`config.mk`:
```
export PLATFORM = sky130hd
export DESIGN_NAME = knight_seq
export DESIGN_NICKNAME = d
export VERILOG_FILES = /design/src/rtl/knight_seq_pkg.sv /design/src/rtl/knight_tick.sv /design/src/rtl/knight_seq.sv
export SDC_FILE = /design/constraint.sdc
export NUM_CORES = 1
export LEC_CHECK = 0
export CAP_MARGIN = 20
export CORE_ASPECT_RATIO = 0.7
export CORE_MARGIN = 5
export CORE_UTILIZATION = 33
export CTS_BUF_LIST = sky130_fd_sc_hd__clkbuf_4 sky130_fd_sc_hd__clkbuf_8 sky130_fd_sc_hd__clkbuf_16
export DETAILED_ROUTE_END_ITERATION = 10
export GPL_ROUTABILITY_DRIVEN = 1
export PLACE_DENSITY = 0.51
export SYNTH_ARGS = -nofsm -noshare
export SYNTH_HDL_FRONTEND = slang
export SYNTH_SLANG_ARGS = --single-unit
```
`constraint.sdc`:
```
create_clock -name ck -period 5.9 [get_ports ck]
set_input_delay 1.77 -clock ck [delete_from_list [all_inputs] [get_ports ck]]
set_output_delay 1.77 -clock ck [all_outputs]
set_load 0.01 [all_outputs]
```
`src/rtl/knight_seq_pkg.sv`:
```
// Shared types and default widths for the knight scanner sequencer.
package knight_seq_pkg;

   localparam int DIV_W_DEF = 16;
   localparam int CNT_W_DEF = 8;

   typedef enum logic [2:0] {
      ST_IDLE = 3'd0,
      ST_CLR  = 3'd1,
      ST_RUN  = 3'd2,
      ST_HOLD = 3'd3,
      ST_DONE = 3'd4
   } state_t;

   // busy covers every state in which a run is in progress
   function automatic logic is_busy(input state_t s);
      return (s == ST_CLR) || (s == ST_RUN) || (s == ST_HOLD);
   endfunction

endpackage

```
`src/rtl/knight_tick.sv`:
```
// Loadable prescaler: one-cycle tick every div_l+1 enabled cycles.
module knight_tick #(
   parameter int DIV_W = 16
) (
   input  logic             ck,
   input  logic             res,
   input  logic             clr,
   input  logic             en,
   input  logic [DIV_W-1:0] div_l,
   output logic             tick
);

   logic [DIV_W-1:0] r_cnt;
   logic             w_wrap;

   assign w_wrap = (r_cnt == div_l);
   assign tick   = en && w_wrap;

   // Count enabled cycles, wrapping to 0 on the cycle that ticks; frozen while en is low
   always_ff @(posedge ck) begin
      // NOTE: state registers use non-blocking assignments so every flop samples pre-edge values.
      if (res || clr) begin
         r_cnt <= '0;
      end else if (en) begin
         r_cnt <= w_wrap ? '0 : r_cnt + 1'b1;
      end
   end

endmodule

```
`src/rtl/knight_seq.sv`:
```
// Sequencer for the 8-LED knight scanner: clear/step generation,
// run/pause/stop control and round-trip sweep counting.
module knight_seq
   import knight_seq_pkg::*;
#(
   parameter int DIV_W = DIV_W_DEF,
   parameter int CNT_W = CNT_W_DEF
) (
   input  logic             ck,
   input  logic             res,
   input  logic             start,
   input  logic             stop,
   input  logic             pause,
   input  logic [DIV_W-1:0] div,
   input  logic [CNT_W-1:0] nsweep,
   input  logic             up_in,
   output logic             sclr,
   output logic             step,
   output logic             busy,
   output logic             done,
   output logic [CNT_W-1:0] sweeps
);

   state_t           r_state;
   state_t           w_next;
   logic [DIV_W-1:0] r_div_l;
   logic [CNT_W-1:0] r_ns_l;
   logic [CNT_W-1:0] r_sweeps;
   logic [CNT_W-1:0] w_sweep_inc;
   logic             r_up_prev;
   logic             r_sclr;
   logic             r_step;
   logic             r_busy;
   logic             r_done;
   logic             w_clr;
   logic             w_run;
   logic             w_rise;
   logic             w_hit;
   logic             w_tick;
   logic             w_step_next;

   // A cycle "runs" when a run is active and no control input overrides it;
   // leaving HOLD with pause low counts as a running cycle, so no step is lost.
   assign w_clr       = (r_state == ST_CLR);
   assign w_run       = ((r_state == ST_RUN) || (r_state == ST_HOLD)) && !stop && !start && !pause;
   assign w_rise      = w_run && !r_up_prev && up_in;
   assign w_sweep_inc = (&r_sweeps) ? r_sweeps : r_sweeps + 1'b1;
   assign w_hit       = w_rise && (r_ns_l != '0) && (w_sweep_inc == r_ns_l);

   knight_tick #(
      .DIV_W (DIV_W)
   ) u_tick (
      .ck    (ck),
      .res   (res),
      .clr   (w_clr),
      .en    (w_run),
      .div_l (r_div_l),
      .tick  (w_tick)
   );

   // Next-state decode with priority stop > start > pause > sweep completion
   always_comb begin
      // NOTE: defaults first so every path assigns every output and no latch is inferred.
      w_next      = r_state;
      w_step_next = 1'b0;
      case (r_state)
         ST_IDLE: if (!stop && start) w_next = ST_CLR;
         ST_CLR:  w_next = stop ? ST_IDLE : ST_RUN;
         ST_RUN, ST_HOLD: begin
            if (stop)       w_next = ST_IDLE;
            else if (start) w_next = ST_CLR;
            else if (pause) w_next = ST_HOLD;
            else if (w_hit) w_next = ST_DONE;
            else            w_next = ST_RUN;
         end
         ST_DONE: begin
            if (stop)       w_next = ST_IDLE;
            else if (start) w_next = ST_CLR;
         end
         default: w_next = ST_IDLE;
      endcase
      // a tick landing on the completing cycle is dropped because w_next is DONE
      w_step_next = (w_next == ST_RUN) && w_tick;
   end

   // State register
   always_ff @(posedge ck) begin
      if (res) r_state <= ST_IDLE;
      else     r_state <= w_next;
   end

   // Run parameters, direction history and sweep counter
   always_ff @(posedge ck) begin
      if (res) begin
         r_div_l   <= '0;
         r_ns_l    <= '0;
         r_up_prev <= 1'b1;
         r_sweeps  <= '0;
      end else begin
         if (w_next == ST_CLR) begin
            r_div_l  <= div;
            r_ns_l   <= nsweep;
            r_sweeps <= '0;
         end else if (w_rise) begin
            r_sweeps <= w_sweep_inc;
         end
         if (w_clr)      r_up_prev <= 1'b1;
         else if (w_run) r_up_prev <= up_in;
      end
   end

   // Registered outputs decoded from the next state
   always_ff @(posedge ck) begin
      if (res) begin
         r_sclr <= 1'b0;
         r_step <= 1'b0;
         r_busy <= 1'b0;
         r_done <= 1'b0;
      end else begin
         r_sclr <= (w_next == ST_CLR);
         r_step <= w_step_next;
         r_busy <= is_busy(w_next);
         r_done <= (w_next == ST_DONE);
      end
   end

   assign sclr   = r_sclr;
   assign step   = r_step;
   assign busy   = r_busy;
   assign done   = r_done;
   assign sweeps = r_sweeps;

endmodule

```
==> metrics.csv, run 1 <==
metric;value;unit
critical path startpoint category;input pin;
pwr dens;208;nW/µm²
clk slew on worst S/H paths;0.07;ns
global placement routability congestion;0.831;
Tcrit/Tclk final;0.789;
VDD IR max;132;µV
register area share after synthesis;0.372;
Routed WL;8.10;mm
vias in the first global route;2654;
Fin. Hold Viols;0;
first-pass GRT wire length;13.4;mm
Ports;42;
CTS Buffer Depth;2;
Syn Std Cell Area;3010;µm²
setup bufs post-CTS;0;
Final ANT Viol Nets;0;
outcome;finished clean;
Root Buffer;clkbuf_16;
Die ar.;11200;µm²
initial core utilization;0.335;
Slew Limit Fails;0;
antenna violations before repair;0;
CP required;6.07;ns
Post-synth EDFFs;0;
Synth area leader;dfxtp_1;
Worst Path Arrival;4.82;ns
storage element area;1120;µm²
CP Class;in -> reg;
Leak Pwr;1.24;nW
# setup viols final;0;
#FFs+latches synth;56;
H-tree Lvls;2;
Synth Flop Type;dfxtp_1;
largest net degree at the start of global routing;32;
FF-to-FF path depth;8;
hold path cells;2;
Worst Setup EP;r_div_l[4]$_SDFFE_PP0P_;
Final HPWL DP;5.74;mm
fin nets;451;
# resized after CTS;0;
Yosys cell types;36;
commonest non-fill, non-tap cell in the layout;nand2_1;
critical path endpoint category;flop;
Hold Crit Class;reg -> reg;
MaxCap Viol Count;0;
CP startpoint;stop;
vias per inst;5.08;
TNS Setup;0;ns
IO buf count;41;
multi-input combinational cell area;1780;µm²
CTS tree;built;
Syn Nets;421;
Yosys top cell area share;0.372;
worst skew pair latency;0.29;ns
drt drc;0;
reg-to-reg slack, setup;2.70;ns
total via count in the routed design;2756;
first-iteration detailed-routing DRC count;228;
Placeable Area;9000;µm²
die width;124;µm
total CTS buffers;5;
asr flop ratio synth;0;
# rows;29;
Worst Tran Pin Value;0.923;ns
fmax;215;MHz
Pre-antenna DRT Iters;5;
worst reg2reg startpoint;sweeps[1]$_SDFFE_PP0N_;
RR Endpoint;r_div_l[4]$_SDFFE_PP0P_;
share of layout cells above drive strength 1;0.0453;
wire per inst;14.9;µm
Crit Path Max Fanout;31;
Syn Area/Cell;7.74;µm²
Syn Inst Count;389;
fin crit period;4.65;ns
total grt overflow;0;
P&R area growth vs syn;22.2;%
leading post-synthesis cells by cell area;dfxtp_1 37%, nand2_1 7.9%, xnor2_1 7.6%;
fillers;957;
RSZ-0062 raised after global routing;false;
clock sinks;56;
most frequent cells in the layout;63 x nand2_1, 56 x dfxtp_1, 41 x clkdlybuf4s50_1, 35 x nor2_1, 34 x nand3_1;
CTS Hold Bufs;0;
slew margin rel.;0.385;
Ys Warns;0;
Chip Height;89.9;µm
total power;767;µW
skew final;0.00474;ns
antenna cells;0;
GRT Util Overall;0.148;
cells in the mapped netlist (2+ instances only):
cell type and count:
nand2_1 63, dfxtp_1 56, nor2_1 35, nand3_1 34, a21o_1 26, xnor2_1 26
o21ai_0 21, clkbuf_1 17, xor2_1 15, nand4_1 14, a21oi_1 13, nor3_1 9
o21ai_1 8, buf_2 6, inv_1 6, and3_1 5, and4_1 4, o211ai_1 4
mux2i_1 3, nor4_1 3, a211oi_1 2, a311oi_1 2, ha_1 2, nor3b_1 2
o21ba_2 2
metrics by stage:
stage                     hold slack [ns]  std cells  utilization  setup slack (ns)  instance area, µm²
after CTS                           0.492        542        0.407              1.21                3670
after global placement              0.475        535        0.392             0.968                3530
after global routing                0.513        543        0.409              1.05                3680
final                               0.486        543        0.409              1.25                3680
after detailed placement            0.481        535        0.392             0.904                3530
after floorplan                     0.453        389            -              2.45                3010
sequential cells by signal (all words and copies together) (netlist names):
name / flops
r_up_prev: 1
u_tick.r_cnt: 16
r_div_l: 16
busy: 1
step: 1
sweeps: 8
done: 1
r_state: 3
r_ns_l: 8
sclr: 1
area by class of cell:
| cell class | count | area share |
|---|---|---|
| Multi-Input combinational cell | 303 | 0.484 |
| Clock inverter | 1 | 0.00136 |
| Sequential cell | 56 | 0.305 |
| Timing Repair Buffer | 47 | 0.126 |
| Inverter | 6 | 0.00612 |
| Clock buffer | 6 | 0.0360 |
| Tap cell | 124 | 0.0421 |
power by group:
part	total [mW]	switching (mW)	internal [mW]
Sequential	0.397	0.00962	0.387
Combinational	0.0798	0.0386	0.0412
Clock	0.291	0.131	0.159
Total	0.767	0.179	0.588
logic make-up (layout without fill, tap and decap cells):
family / Yosys count / in the layout / synth area share
xor+xnor: 41 / 41 / 0.119
fa+ha+maj: 2 / 2 / 0.00831
simple gates: 176 / 176 / 0.280
compound gates: 81 / 81 / 0.170
buf+inv: 30 / 60 / 0.0403
flops: 56 / 56 / 0.372
mux: 3 / 3 / 0.00997
metal layers:
metal / routed length [µm] / vias up / global-route usage
li1: - / 1414 / -
met1: 4250 / 1255 / 0.231
met2: 3200 / 83 / 0.198
met3: 599 / 4 / 0.0427
met4: 55 / 0 / 0.0301
met5: 0 / - / 0
worst min-delay path by stage:
stage | endpoint | start | slack [ns]
finish | r_div_l[0]$_SDFFE_PP0P_ | r_div_l[0]$_SDFFE_PP0P_ | 0.49
global route | r_div_l[0]$_SDFFE_PP0P_ | r_div_l[0]$_SDFFE_PP0P_ | 0.51
CTS | r_div_l[5]$_SDFFE_PP0P_ | r_div_l[5]$_SDFFE_PP0P_ | 0.49
detailed placement | r_div_l[5]$_SDFFE_PP0P_ | r_div_l[5]$_SDFFE_PP0P_ | 0.48
global placement | r_div_l[5]$_SDFFE_PP0P_ | r_div_l[5]$_SDFFE_PP0P_ | 0.47
floorplan | r_div_l[0]$_SDFFE_PP0P_ | r_div_l[0]$_SDFFE_PP0P_ | 0.45
worst max-delay path: stages:
cell and delay (ns):
clkdlybuf4s50_1 0.51, or4b_4 0.77, nor4b_2 0.26, buf_4 0.21, o221ai_1 0.18, nor4_4 0.64
buf_4 0.35, o21ai_0 0.12
Power figures use the tool's default switching activity.
==> run 2, diff against run 1 <==
--- a/config.mk
+++ b/config.mk
@@ -12,7 +12,7 @@
 export CTS_BUF_LIST = sky130_fd_sc_hd__clkbuf_4 sky130_fd_sc_hd__clkbuf_8 sky130_fd_sc_hd__clkbuf_16
 export DETAILED_ROUTE_END_ITERATION = 10
 export GPL_ROUTABILITY_DRIVEN = 1
-export PLACE_DENSITY = 0.51
+export PLACE_DENSITY = 0.53
 export SYNTH_ARGS = -nofsm -noshare
 export SYNTH_HDL_FRONTEND = slang
 export SYNTH_SLANG_ARGS = --single-unit
==> constraint.sdc (replaced) <==
create_clock -name ck -period 3.9 [get_ports ck]
set_input_delay 1.17 -clock ck [delete_from_list [all_inputs] [get_ports ck]]
set_output_delay 1.17 -clock ck [all_outputs]
set_load 0.01 [all_outputs]
==> metrics.csv, run 2 (same netlist as run 1, synthesis figures left out) <==
metric;value;unit
outcome;finished clean;
Chip Height;89.9;µm
Final ANT Viol Nets;0;
clock sinks;56;
pwr dens;318;nW/µm²
total via count in the routed design;2772;
CP required;4.08;ns
Placeable Area;9000;µm²
fin nets;457;
Die ar.;11200;µm²
skew final;0.00647;ns
worst skew pair latency;0.30;ns
H-tree Lvls;2;
Sw Ratio;0.240;
Worst Path Arrival;3.47;ns
antenna cells;0;
critical path endpoint category;flop;
fmax;304;MHz
Slew Limit Fails;0;
CTS tree;built;
Root Buffer;clkbuf_16;
Final HPWL DP;5.72;mm
Leak Pwr;1.27;nW
Final Cell Area;3740;µm²
Ports;42;
VDD IR max;158;µV
storage element area;1120;µm²
slew margin rel.;0.702;
wire per inst;14.7;µm
Sequential Power Share;0.505;
top flop regs;r_div_l: 16 flops, u_tick.r_cnt: 16 flops;
CP Class;in -> reg;
largest net degree at the start of global routing;31;
CTS Buffer Depth;2;
multi-input combinational cell area;1780;µm²
total grt overflow;0;
most frequent cells in the layout;63 x nand2_1, 56 x dfxtp_1, 41 x clkdlybuf4s50_1, 35 x nor2_1, 34 x nand3_1;
vias in the first global route;2586;
antenna violations before repair;0;
drt drc;0;
share of layout cells above drive strength 1;0.0610;
global placement routability congestion;0.819;
MaxCap Viol Count;0;
total CTS buffers;5;
commonest non-fill, non-tap cell in the layout;nand2_1;
fillers;948;
critical path startpoint category;input pin;
Hold Crit Class;reg -> reg;
placed cell area;3590;µm²
CTS Hold Bufs;0;
setup bufs post-CTS;0;
# resized after CTS;0;
# rows;29;
Pre-antenna DRT Iters;4;
P&R area growth vs syn;24.3;%
combinational share of power;0.101;
Internal;903;µW
total power;1.19;mW
Crit Path Max Fanout;30;
IO buf count;41;
vias per inst;5.04;
RSZ-0062 raised after global routing;false;
first-iteration detailed-routing DRC count;240;
NetSw;286;µW
Fin. Hold Viols;0;
Final Util;0.416;
# setup viols final;0;
TNS Setup;0;ns
Clk pwr share;0.394;
first-pass GRT wire length;13.3;mm
fin crit period;3.29;ns
Worst Tran Pin Value;0.446;ns
clk slew on worst S/H paths;0.07;ns
Tcrit/Tclk final;0.844;
initial core utilization;0.335;
die width;124;µm
GRT Util Overall;0.148;
Routed WL;8.06;mm
-- run 2: changes by cell type in the layout (fill, tap and decap cells not counted) --
cell	delta
buf_4	+6
buf_12	+1
buf_8	-1
clkbuf_4	-1
clkbuf_8	+1
clkinv_2	+1
-- run 2: final timing paths --
path	depth (start not counted)	slack [ns]	from	end
min reg2reg	2	0.49	r_div_l[1]$_SDFFE_PP0P_	r_div_l[1]$_SDFFE_PP0P_
min	2	0.49	r_div_l[1]$_SDFFE_PP0P_	r_div_l[1]$_SDFFE_PP0P_
max	7	0.61	start	r_ns_l[2]$_SDFFE_PP0P_
max reg2reg	8	1.06	sweeps[0]$_SDFFE_PP0N_	r_ns_l[2]$_SDFFE_PP0P_
-- run 2: final cells by class --
| cell class | instances | area share |
|---|---|---|
| clock buffer | 6 | 0.0371 |
| inverter | 6 | 0.00602 |
| clock inverter | 2 | 0.00267 |
| timing repair buffer | 53 | 0.137 |
| tap | 124 | 0.0415 |
| multi-input combinational | 303 | 0.476 |
| sequential | 56 | 0.300 |
-- run 2: per-layer routing --
metal	vias to the layer above	routed length, µm	track usage
li1	1422	-	-
met1	1266	4240	0.232
met2	76	3190	0.198
met3	8	540	0.0383
met4	0	84	0.0356
met5	-	0	0
-- run 2: power by group through the flow --
stage | combinational [mW] | sequential, mW | clock (mW)
CTS | 0.122 | 0.600 | 0.483
detailed placement | 0.121 | 0.614 | 0
floorplan | 0.0658 | 0.609 | 0
global placement | 0.119 | 0.613 | 0
global route | 0.134 | 0.602 | 0.514
finish | 0.120 | 0.601 | 0.468
-- run 2: worst max-delay path, cell delays in order --
cell and delay (ns):
clkdlybuf4s50_1 0.47, or4b_4 0.58, nor4b_2 0.32, o221ai_1 0.24
nor4_4 0.36, buf_12 0.22, o21ai_0 0.11
-- run 2: through the flow --
stage,hold WS [ns],worst slack (ns),instances
2_1_floorplan,0.453,1.05,389
5_1_grt,0.515,0.462,550
4_1_cts,0.491,0.595,550
6_report,0.488,0.607,550
3_3_place_gp,0.473,0.358,542
3_5_place_dp,0.476,0.279,542
